<file path="src/rtl/mhp_tx_if.sv">
// mhp_tx_if -- signal bundle for the MHP frame transmitter.
//   Frame request : i_start, i_dst, i_src, i_size, i_dtype
//   Frame status  : o_busy, o_done, o_err
//   Payload source: i_pdata, i_pvalid, o_pready
//   Ethernet write: o_wdata, o_wvalid, i_wready
// master: the side that requests frames, feeds payload and sinks bytes.
// slave : the transmitter (mhp_tx).
`timescale 1ns/1ps
interface mhp_tx_if;
  logic        i_start;
  logic [15:0] i_dst;
  logic [15:0] i_src;
  logic [15:0] i_size;
  logic [7:0]  i_dtype;
  logic        o_busy;
  logic        o_done;
  logic        o_err;
  logic [7:0]  i_pdata;
  logic        i_pvalid;
  logic        o_pready;
  logic [7:0]  o_wdata;
  logic        o_wvalid;
  logic        i_wready;

  modport master (
    output i_start, i_dst, i_src, i_size, i_dtype, i_pdata, i_pvalid, i_wready,
    input  o_busy, o_done, o_err, o_pready, o_wdata, o_wvalid
  );

  modport slave (
    input  i_start, i_dst, i_src, i_size, i_dtype, i_pdata, i_pvalid, i_wready,
    output o_busy, o_done, o_err, o_pready, o_wdata, o_wvalid
  );
endinterface

</file>
<file path="src/rtl/mhp_tx.sv">
// mhp_tx -- serialises one MHP frame per start request onto a byte stream:
//   dst(2) src(2) size(2) dtype(1) payload(size) csum(2), MSB first.
//   csum is the mod-2^16 sum of all preceding frame bytes.
// Ports:
//   i_clk  : clock, rising edge
//   i_rst  : asynchronous active-high reset
//   bus    : mhp_tx_if.slave (request fields, status pulses, payload
//            source handshake, Ethernet write handshake)
// The output byte register always holds the byte currently offered; the
// state says what gets loaded next, so a new byte loads on the same edge
// the previous one transfers (one byte per cycle with i_wready held high).
`timescale 1ns/1ps
module mhp_tx #(
  parameter logic [15:0] MAX_SIZE = 16'd512
) (
  input logic     i_clk,
  input logic     i_rst,
  mhp_tx_if.slave bus
);

  typedef enum logic [1:0] {
    IDLE    = 2'd0,
    HDR     = 2'd1,
    PAYLOAD = 2'd2,
    CSUM    = 2'd3
  } state_t;

  state_t      state_r, state_s;
  logic [15:0] dst_r, dst_s;
  logic [15:0] src_r, src_s;
  logic [15:0] size_r, size_s;
  logic [7:0]  dtype_r, dtype_s;
  logic [15:0] csum_r, csum_s;
  logic [15:0] rem_r, rem_s;
  logic [2:0]  idx_r, idx_s;
  logic [7:0]  wdata_r, wdata_s;
  logic        wvalid_r, wvalid_s;
  logic        done_r, done_s;
  logic        err_r, err_s;

  logic        xfer_s;
  logic        load_ok_s;
  logic        pready_s;
  logic        accept_s;
  logic [7:0]  hdr_next_s;

  // Running checksum: add one zero-extended byte, wrapping at 16 bits.
  function automatic logic [15:0] csum_add(input logic [15:0] sum, input logic [7:0] b);
    return sum + {8'h00, b};
  endfunction

  // Header byte at position idx (0..6) of the frame.
  function automatic logic [7:0] hdr_byte(input logic [2:0] idx, input logic [15:0] dst,
                                          input logic [15:0] src, input logic [15:0] size,
                                          input logic [7:0] dtype);
    logic [7:0] b;
    case (idx)
      3'd0:    b = dst[15:8];
      3'd1:    b = dst[7:0];
      3'd2:    b = src[15:8];
      3'd3:    b = src[7:0];
      3'd4:    b = size[15:8];
      3'd5:    b = size[7:0];
      3'd6:    b = dtype;
      default: b = 8'h00;
    endcase
    return b;
  endfunction

  assign xfer_s     = wvalid_r & bus.i_wready;
  // The output register can take a new byte when empty or when it drains now.
  assign load_ok_s  = ~wvalid_r | bus.i_wready;
  assign pready_s   = (state_r == PAYLOAD) & load_ok_s & (rem_r != 16'd0);
  assign accept_s   = pready_s & bus.i_pvalid;
  // idx_r never exceeds 5 while a header byte is still to load.
  assign hdr_next_s = hdr_byte(idx_r + 3'd1, dst_r, src_r, size_r, dtype_r);

  // Next-state and datapath decode.
  always_comb begin
    state_s  = state_r;
    dst_s    = dst_r;
    src_s    = src_r;
    size_s   = size_r;
    dtype_s  = dtype_r;
    csum_s   = csum_r;
    rem_s    = rem_r;
    idx_s    = idx_r;
    wdata_s  = wdata_r;
    wvalid_s = wvalid_r;
    done_s   = 1'b0;
    err_s    = 1'b0;
    case (state_r)
      IDLE: begin
        if (bus.i_start) begin
          if (bus.i_size > MAX_SIZE) begin
            err_s = 1'b1;
          end else begin
            dst_s    = bus.i_dst;
            src_s    = bus.i_src;
            size_s   = bus.i_size;
            dtype_s  = bus.i_dtype;
            rem_s    = bus.i_size;
            idx_s    = 3'd0;
            wdata_s  = bus.i_dst[15:8];
            wvalid_s = 1'b1;
            // Fresh checksum seeded with the first byte being loaded.
            csum_s   = csum_add(16'd0, bus.i_dst[15:8]);
            state_s  = HDR;
          end
        end else begin
          wvalid_s = 1'b0;
        end
      end
      HDR: begin
        if (xfer_s) begin
          idx_s   = idx_r + 3'd1;
          wdata_s = hdr_next_s;
          csum_s  = csum_add(csum_r, hdr_next_s);
          // Loading dtype: pick what follows it in the output register.
          if (idx_r == 3'd5) begin
            if (size_r != 16'd0) begin
              state_s = PAYLOAD;
            end else begin
              state_s = CSUM;
              idx_s   = 3'd0;
            end
          end else begin
            state_s = HDR;
          end
        end else begin
          state_s = HDR;
        end
      end
      PAYLOAD: begin
        if (accept_s) begin
          wdata_s  = bus.i_pdata;
          wvalid_s = 1'b1;
          csum_s   = csum_add(csum_r, bus.i_pdata);
          rem_s    = rem_r - 16'd1;
          if (rem_r == 16'd1) begin
            state_s = CSUM;
            idx_s   = 3'd0;
          end else begin
            state_s = PAYLOAD;
          end
        end else if (xfer_s) begin
          wvalid_s = 1'b0;
        end else begin
          wvalid_s = wvalid_r;
        end
      end
      CSUM: begin
        // idx_r: 0 = last data byte offered, 1 = csum hi offered, 2 = csum lo offered.
        if (xfer_s) begin
          case (idx_r)
            3'd0: begin
              wdata_s = csum_r[15:8];
              idx_s   = 3'd1;
            end
            3'd1: begin
              wdata_s = csum_r[7:0];
              idx_s   = 3'd2;
            end
            default: begin
              wvalid_s = 1'b0;
              done_s   = 1'b1;
              idx_s    = 3'd0;
              state_s  = IDLE;
            end
          endcase
        end else begin
          state_s = CSUM;
        end
      end
      default: begin
        state_s  = IDLE;
        wvalid_s = 1'b0;
      end
    endcase
  end

  // State and datapath registers with asynchronous reset.
  always_ff @(posedge i_clk or posedge i_rst) begin
    if (i_rst) begin
      state_r  <= IDLE;
      dst_r    <= 16'd0;
      src_r    <= 16'd0;
      size_r   <= 16'd0;
      dtype_r  <= 8'd0;
      csum_r   <= 16'd0;
      rem_r    <= 16'd0;
      idx_r    <= 3'd0;
      wdata_r  <= 8'h00;
      wvalid_r <= 1'b0;
      done_r   <= 1'b0;
      err_r    <= 1'b0;
    end else begin
      state_r  <= state_s;
      dst_r    <= dst_s;
      src_r    <= src_s;
      size_r   <= size_s;
      dtype_r  <= dtype_s;
      csum_r   <= csum_s;
      rem_r    <= rem_s;
      idx_r    <= idx_s;
      wdata_r  <= wdata_s;
      wvalid_r <= wvalid_s;
      done_r   <= done_s;
      err_r    <= err_s;
    end
  end

  assign bus.o_busy   = (state_r != IDLE);
  assign bus.o_done   = done_r;
  assign bus.o_err    = err_r;
  assign bus.o_pready = pready_s;
  assign bus.o_wdata  = wdata_r;
  assign bus.o_wvalid = wvalid_r;

endmodule
</file>
<file path="src/flat_wrapper.sv">
// flat-port wrapper written by rule: the top's interface ports become plain ports
module mhp_tx_flat 
#(
  parameter logic [15:0] MAX_SIZE = 16'd512
)
  (i_clk, i_rst, bus_i_start, bus_i_dst, bus_i_src, bus_i_size, bus_i_dtype, bus_i_pdata, bus_i_pvalid, bus_i_wready, bus_o_busy, bus_o_done, bus_o_err, bus_o_pready, bus_o_wdata, bus_o_wvalid);
  mhp_tx_if bus_i ();
  input logic i_clk;
  input logic i_rst;
  input wire logic [$bits(bus_i.i_start)-1:0] bus_i_start;
  input wire logic [$bits(bus_i.i_dst)-1:0] bus_i_dst;
  input wire logic [$bits(bus_i.i_src)-1:0] bus_i_src;
  input wire logic [$bits(bus_i.i_size)-1:0] bus_i_size;
  input wire logic [$bits(bus_i.i_dtype)-1:0] bus_i_dtype;
  input wire logic [$bits(bus_i.i_pdata)-1:0] bus_i_pdata;
  input wire logic [$bits(bus_i.i_pvalid)-1:0] bus_i_pvalid;
  input wire logic [$bits(bus_i.i_wready)-1:0] bus_i_wready;
  output wire logic [$bits(bus_i.o_busy)-1:0] bus_o_busy;
  output wire logic [$bits(bus_i.o_done)-1:0] bus_o_done;
  output wire logic [$bits(bus_i.o_err)-1:0] bus_o_err;
  output wire logic [$bits(bus_i.o_pready)-1:0] bus_o_pready;
  output wire logic [$bits(bus_i.o_wdata)-1:0] bus_o_wdata;
  output wire logic [$bits(bus_i.o_wvalid)-1:0] bus_o_wvalid;
  assign bus_i.i_start = bus_i_start;
  assign bus_i.i_dst = bus_i_dst;
  assign bus_i.i_src = bus_i_src;
  assign bus_i.i_size = bus_i_size;
  assign bus_i.i_dtype = bus_i_dtype;
  assign bus_i.i_pdata = bus_i_pdata;
  assign bus_i.i_pvalid = bus_i_pvalid;
  assign bus_i.i_wready = bus_i_wready;
  assign bus_o_busy = bus_i.o_busy;
  assign bus_o_done = bus_i.o_done;
  assign bus_o_err = bus_i.o_err;
  assign bus_o_pready = bus_i.o_pready;
  assign bus_o_wdata = bus_i.o_wdata;
  assign bus_o_wvalid = bus_i.o_wvalid;
  mhp_tx #(.MAX_SIZE(MAX_SIZE)) u_core (.i_clk(i_clk), .i_rst(i_rst), .bus(bus_i));
endmodule
</file>
<file path="config.mk">
export PLATFORM = sky130hd
export DESIGN_NAME = mhp_tx_flat
export DESIGN_NICKNAME = d
export VERILOG_FILES = /design/src/rtl/mhp_tx_if.sv /design/src/rtl/mhp_tx.sv /design/src/flat_wrapper.sv
export SDC_FILE = /design/constraint.sdc
export NUM_CORES = 1
export LEC_CHECK = 0
export CAP_MARGIN = 15
export CORE_MARGIN = 2
export CORE_UTILIZATION = 25
export CTS_BUF_LIST = sky130_fd_sc_hd__clkbuf_4 sky130_fd_sc_hd__clkbuf_8
export CTS_CLUSTER_DIAMETER = 50
export DETAILED_ROUTE_END_ITERATION = 16
export DONT_BUFFER_PORTS = 1
export GPL_ROUTABILITY_DRIVEN = 0
export PLACE_DENSITY = 0.45
export SETUP_SLACK_MARGIN = 0.5
export SLEW_MARGIN = 20
export SYNTH_ARGS = -nofsm -noshare
export SYNTH_HDL_FRONTEND = slang
export SYNTH_SLANG_ARGS = --single-unit
</file>
<file path="constraint.sdc">
create_clock -name i_clk -period 7.87 [get_ports i_clk]
set_clock_uncertainty 0.2 [all_clocks]
set_input_delay 2.361 -clock i_clk [delete_from_list [all_inputs] [get_ports i_clk]]
set_output_delay 2.361 -clock i_clk [all_outputs]
set_load 0.02 [all_outputs]
</file>
==> impl_metrics.tcl <==
set metrics [dict create \
    ys_types 63 \
    outcome "finished, final reports clean" \
    cts_made_buffers 9 \
    cts_tree "built" \
    cp-end-kind "primary output" \
    wl_met1_mm 8.038 \
    yosys_warnings 0 \
    final_area_mm2 0.006601 \
    crit_slowest_cell "a21oi_1" \
    p_leak_nw 2.935 \
    setup_tns_ns 0 \
    syn_nets 697 \
    port_buffers 0 \
    cts_setup_buffers 0 \
    die_y_um 159.6 \
    fin_total_pwr_mw 2.081 \
    yosysSeqAreaShare 0.4298 \
    synth_edf_count 0 \
    firstDrtPassIters 5 \
    cp_max_fo 4 \
    grt_pass1_wl_mm 28.20 \
    layout_common_cells "104 x dfrtp_1, 73 x nand2_1, 67 x mux2_2" \
    routed_wl_mm 17.83 \
    cp-start-kind "input port" \
    tightest_slew_ns 1.032 \
    wl_met2_mm 8.744 \
    grt_overflow_total 0 \
    coreArea_mm2 0.02361 \
    syn-cell-area_mm2 0.006056 \
    fp.dieW_um 159.6 \
    holdBufCountCts 0 \
    setup_viol 0 \
    clkTransAtPathRegs_ns 0.10 \
    critPathRequiredTime_ns 5.31 \
    drive_gt1_frac 0.1723 \
    min_period_ns 5.455 \
    cts.repair.resized 0 \
    num_io_pins 82 \
    routedWlPerCell_um 19.57 \
    rows 56 \
    antennaDiodeCount 0 \
    slew_viol_final 0 \
    globalRouteTotalUtil 0.1409 \
    maxCapViolCount 0 \
    min_path_type "reg -> reg" \
    synth.area.top_cells "dfrtp_1 43%, mux2_2 12%, ha_1 4.5%, nand2_1 4.5%, o21ai_0 3.3%" \
    clock-sinks 104 \
    dp_hpwl_mm 13.18 \
    wl_met3_um 863 \
    syn_inst 605 \
    dieArea_mm2 0.02548 \
    vias_per_cell 5.150 \
    cts.path.max_buffers 2 \
    crit_type "in -> out" \
    rsz0062_at_grt "no" \
    layout.nets 680 \
    final_common_cell "dfrtp_1" \
    h-tree-depth 3 \
    vias 4692 \
    critPathTopFamily "compound AO/OA/AOI/OAI gates" \
    ant_nets 0 \
    crit_buf_inv 0 \
    slew_headroom 0.3119 \
    dpl_cell_area_mm2 0.006376 \
    hold_violations 0 \
    drc 0 \
    ys_ff_latch 104 \
    first_global_vias 4766 \
    syn_avg_cell_area_um2 10.01 \
    power.density_mw_per_mm2 315.3 \
    finalCritPeriodShare 0.6931 \
    cts-root-buf "clkbuf_8" \
    initial_utilization 0.2565 \
    drt_iter0_markers 370 \
    insertion_delay_ns 0.38 \
    top_layer "met4" \
    async_flop_share 1.000 \
    max_freq_ghz 0.1833 \
    grt_max_degree 57 \
    cp.arrival_ns 2.89 \
    critPathMaxStageDelay_ns 0.37 \
    syn_to_final_growth_pct 9.008 \
    ir_worst_vdd_mv 0.09146 \
    path_cells "nand2b_1, nand2_1, a21oi_1" \
    synth_top_area_frac 0.4298 \
    synth_ff_type "dfrtp_1" \
    antenna_found_initial 1 \
    synth_area_leader_cell "dfrtp_1" \
]
-- registers in the layout, indices dropped and copies added (netlist names), 2 cells and up --
signal / count
u_core.size_r: 16
u_core.rem_r: 16
u_core.idx_r: 3
u_core.dtype_r: 8
u_core.bus.o_wdata: 8
u_core.state_r: 2
u_core.csum_r: 16
u_core.src_r: 16
u_core.dst_r: 16
-- layer usage --
layer | vias to the layer above | global-route usage
met4 | 0 | 0.03636
met3 | 14 | 0.03325
met1 | 2350 | 0.1796
li1 | 2217 | -
met2 | 111 | 0.2399
met5 | - | 0
-- cells by family (layout without fill, tap and decap cells) --
logic type,count (synthesis),in the layout,share of synthesized area
and+or+nand+nor,185,185,0.1527
AOI/OAI and AO/OA,156,156,0.1851
DFF,104,104,0.4298
muxes,75,75,0.1378
buffers and inverters,55,42,0.03574
adders and majority gates,23,23,0.04876
xor gates and xnor gates,7,7,0.01012
-- cells in the mapped netlist, types with 4 or more instances --
cell / number
a21o_1: 11
a21oi_1: 19
a221oi_1: 4
a222oi_1: 6
a22o_1: 6
a22oi_1: 14
and3_1: 5
buf_2: 8
clkbuf_1: 22
dfrtp_1: 104
ha_1: 22
inv_1: 22
mux2_2: 67
mux2i_1: 8
nand2_1: 73
nand3_1: 31
nand3b_1: 5
nor2_1: 18
nor2b_1: 10
nor3_1: 9
nor4_1: 10
o2111ai_1: 6
o211ai_1: 11
o21ai_0: 40
xnor2_1: 4
-- per-stage QoR --
stage          hold WS, ns  std cells    util  setup WS (ns)
2_1_floorplan       0.2723        605       -          2.444
3_3_place_gp        0.2912        896  0.2700          2.405
3_5_place_dp        0.2951        896  0.2700          2.401
4_1_cts             0.3225        911  0.2796          2.399
5_1_grt             0.3414        911  0.2796          2.338
6_report            0.3176        911  0.2796          2.415
-- layout make-up --
type,instances,area [µm²]
clock inverter,5,87.58
multi-input combinational,446,3252
tap,319,399.1
inverter,22,85.08
timing repair buffer,5,37.54
clock buffer,10,137.6
sequential,104,2603
fill,2491,17010
-- worst register-to-register path: stages (launching register included) --
cell and delay, ns:
dfrtp_1 0.45, ha_1 0.29, xnor2_1 0.15, buf_4 0.26, mux2_2 0.39, a22oi_1 0.31, a41oi_1 0.23, a21o_1 0.21
ha_1 0.36, and4_1 0.23, o21ai_0 0.13, a311oi_1 0.38, o21ai_0 0.13, a22o_1 0.24
-- path summary, 6_finish.rpt --
| check | from | endpoint | slack [ns] | cells after the start |
|---|---|---|---|---|
| setup / recovery | bus_i_wready | bus_o_pready | 2.41 | 3 |
| hold / removal | u_core.dtype_r[6] | u_core.dtype_r[6] | 0.32 | 1 |
| setup reg to reg | u_core.idx_r[0] | u_core.csum_r[14] | 3.82 | 13 |
| hold reg to reg | u_core.dtype_r[6] | u_core.dtype_r[6] | 0.32 | 1 |
| max in group asynchronous | i_rst | u_core.csum_r[13] | 4.57 | 2 |
| min in group asynchronous | i_rst | u_core.dst_r[5] | 1.74 | 1 |
-- power breakdown --
part,internal (mW),switching (mW),total [mW]
registers,0.625,0.129,0.753
clock network,0.190,0.205,0.395
logic,0.345,0.588,0.933
Note: power is estimated with default switching activity, not from simulation.
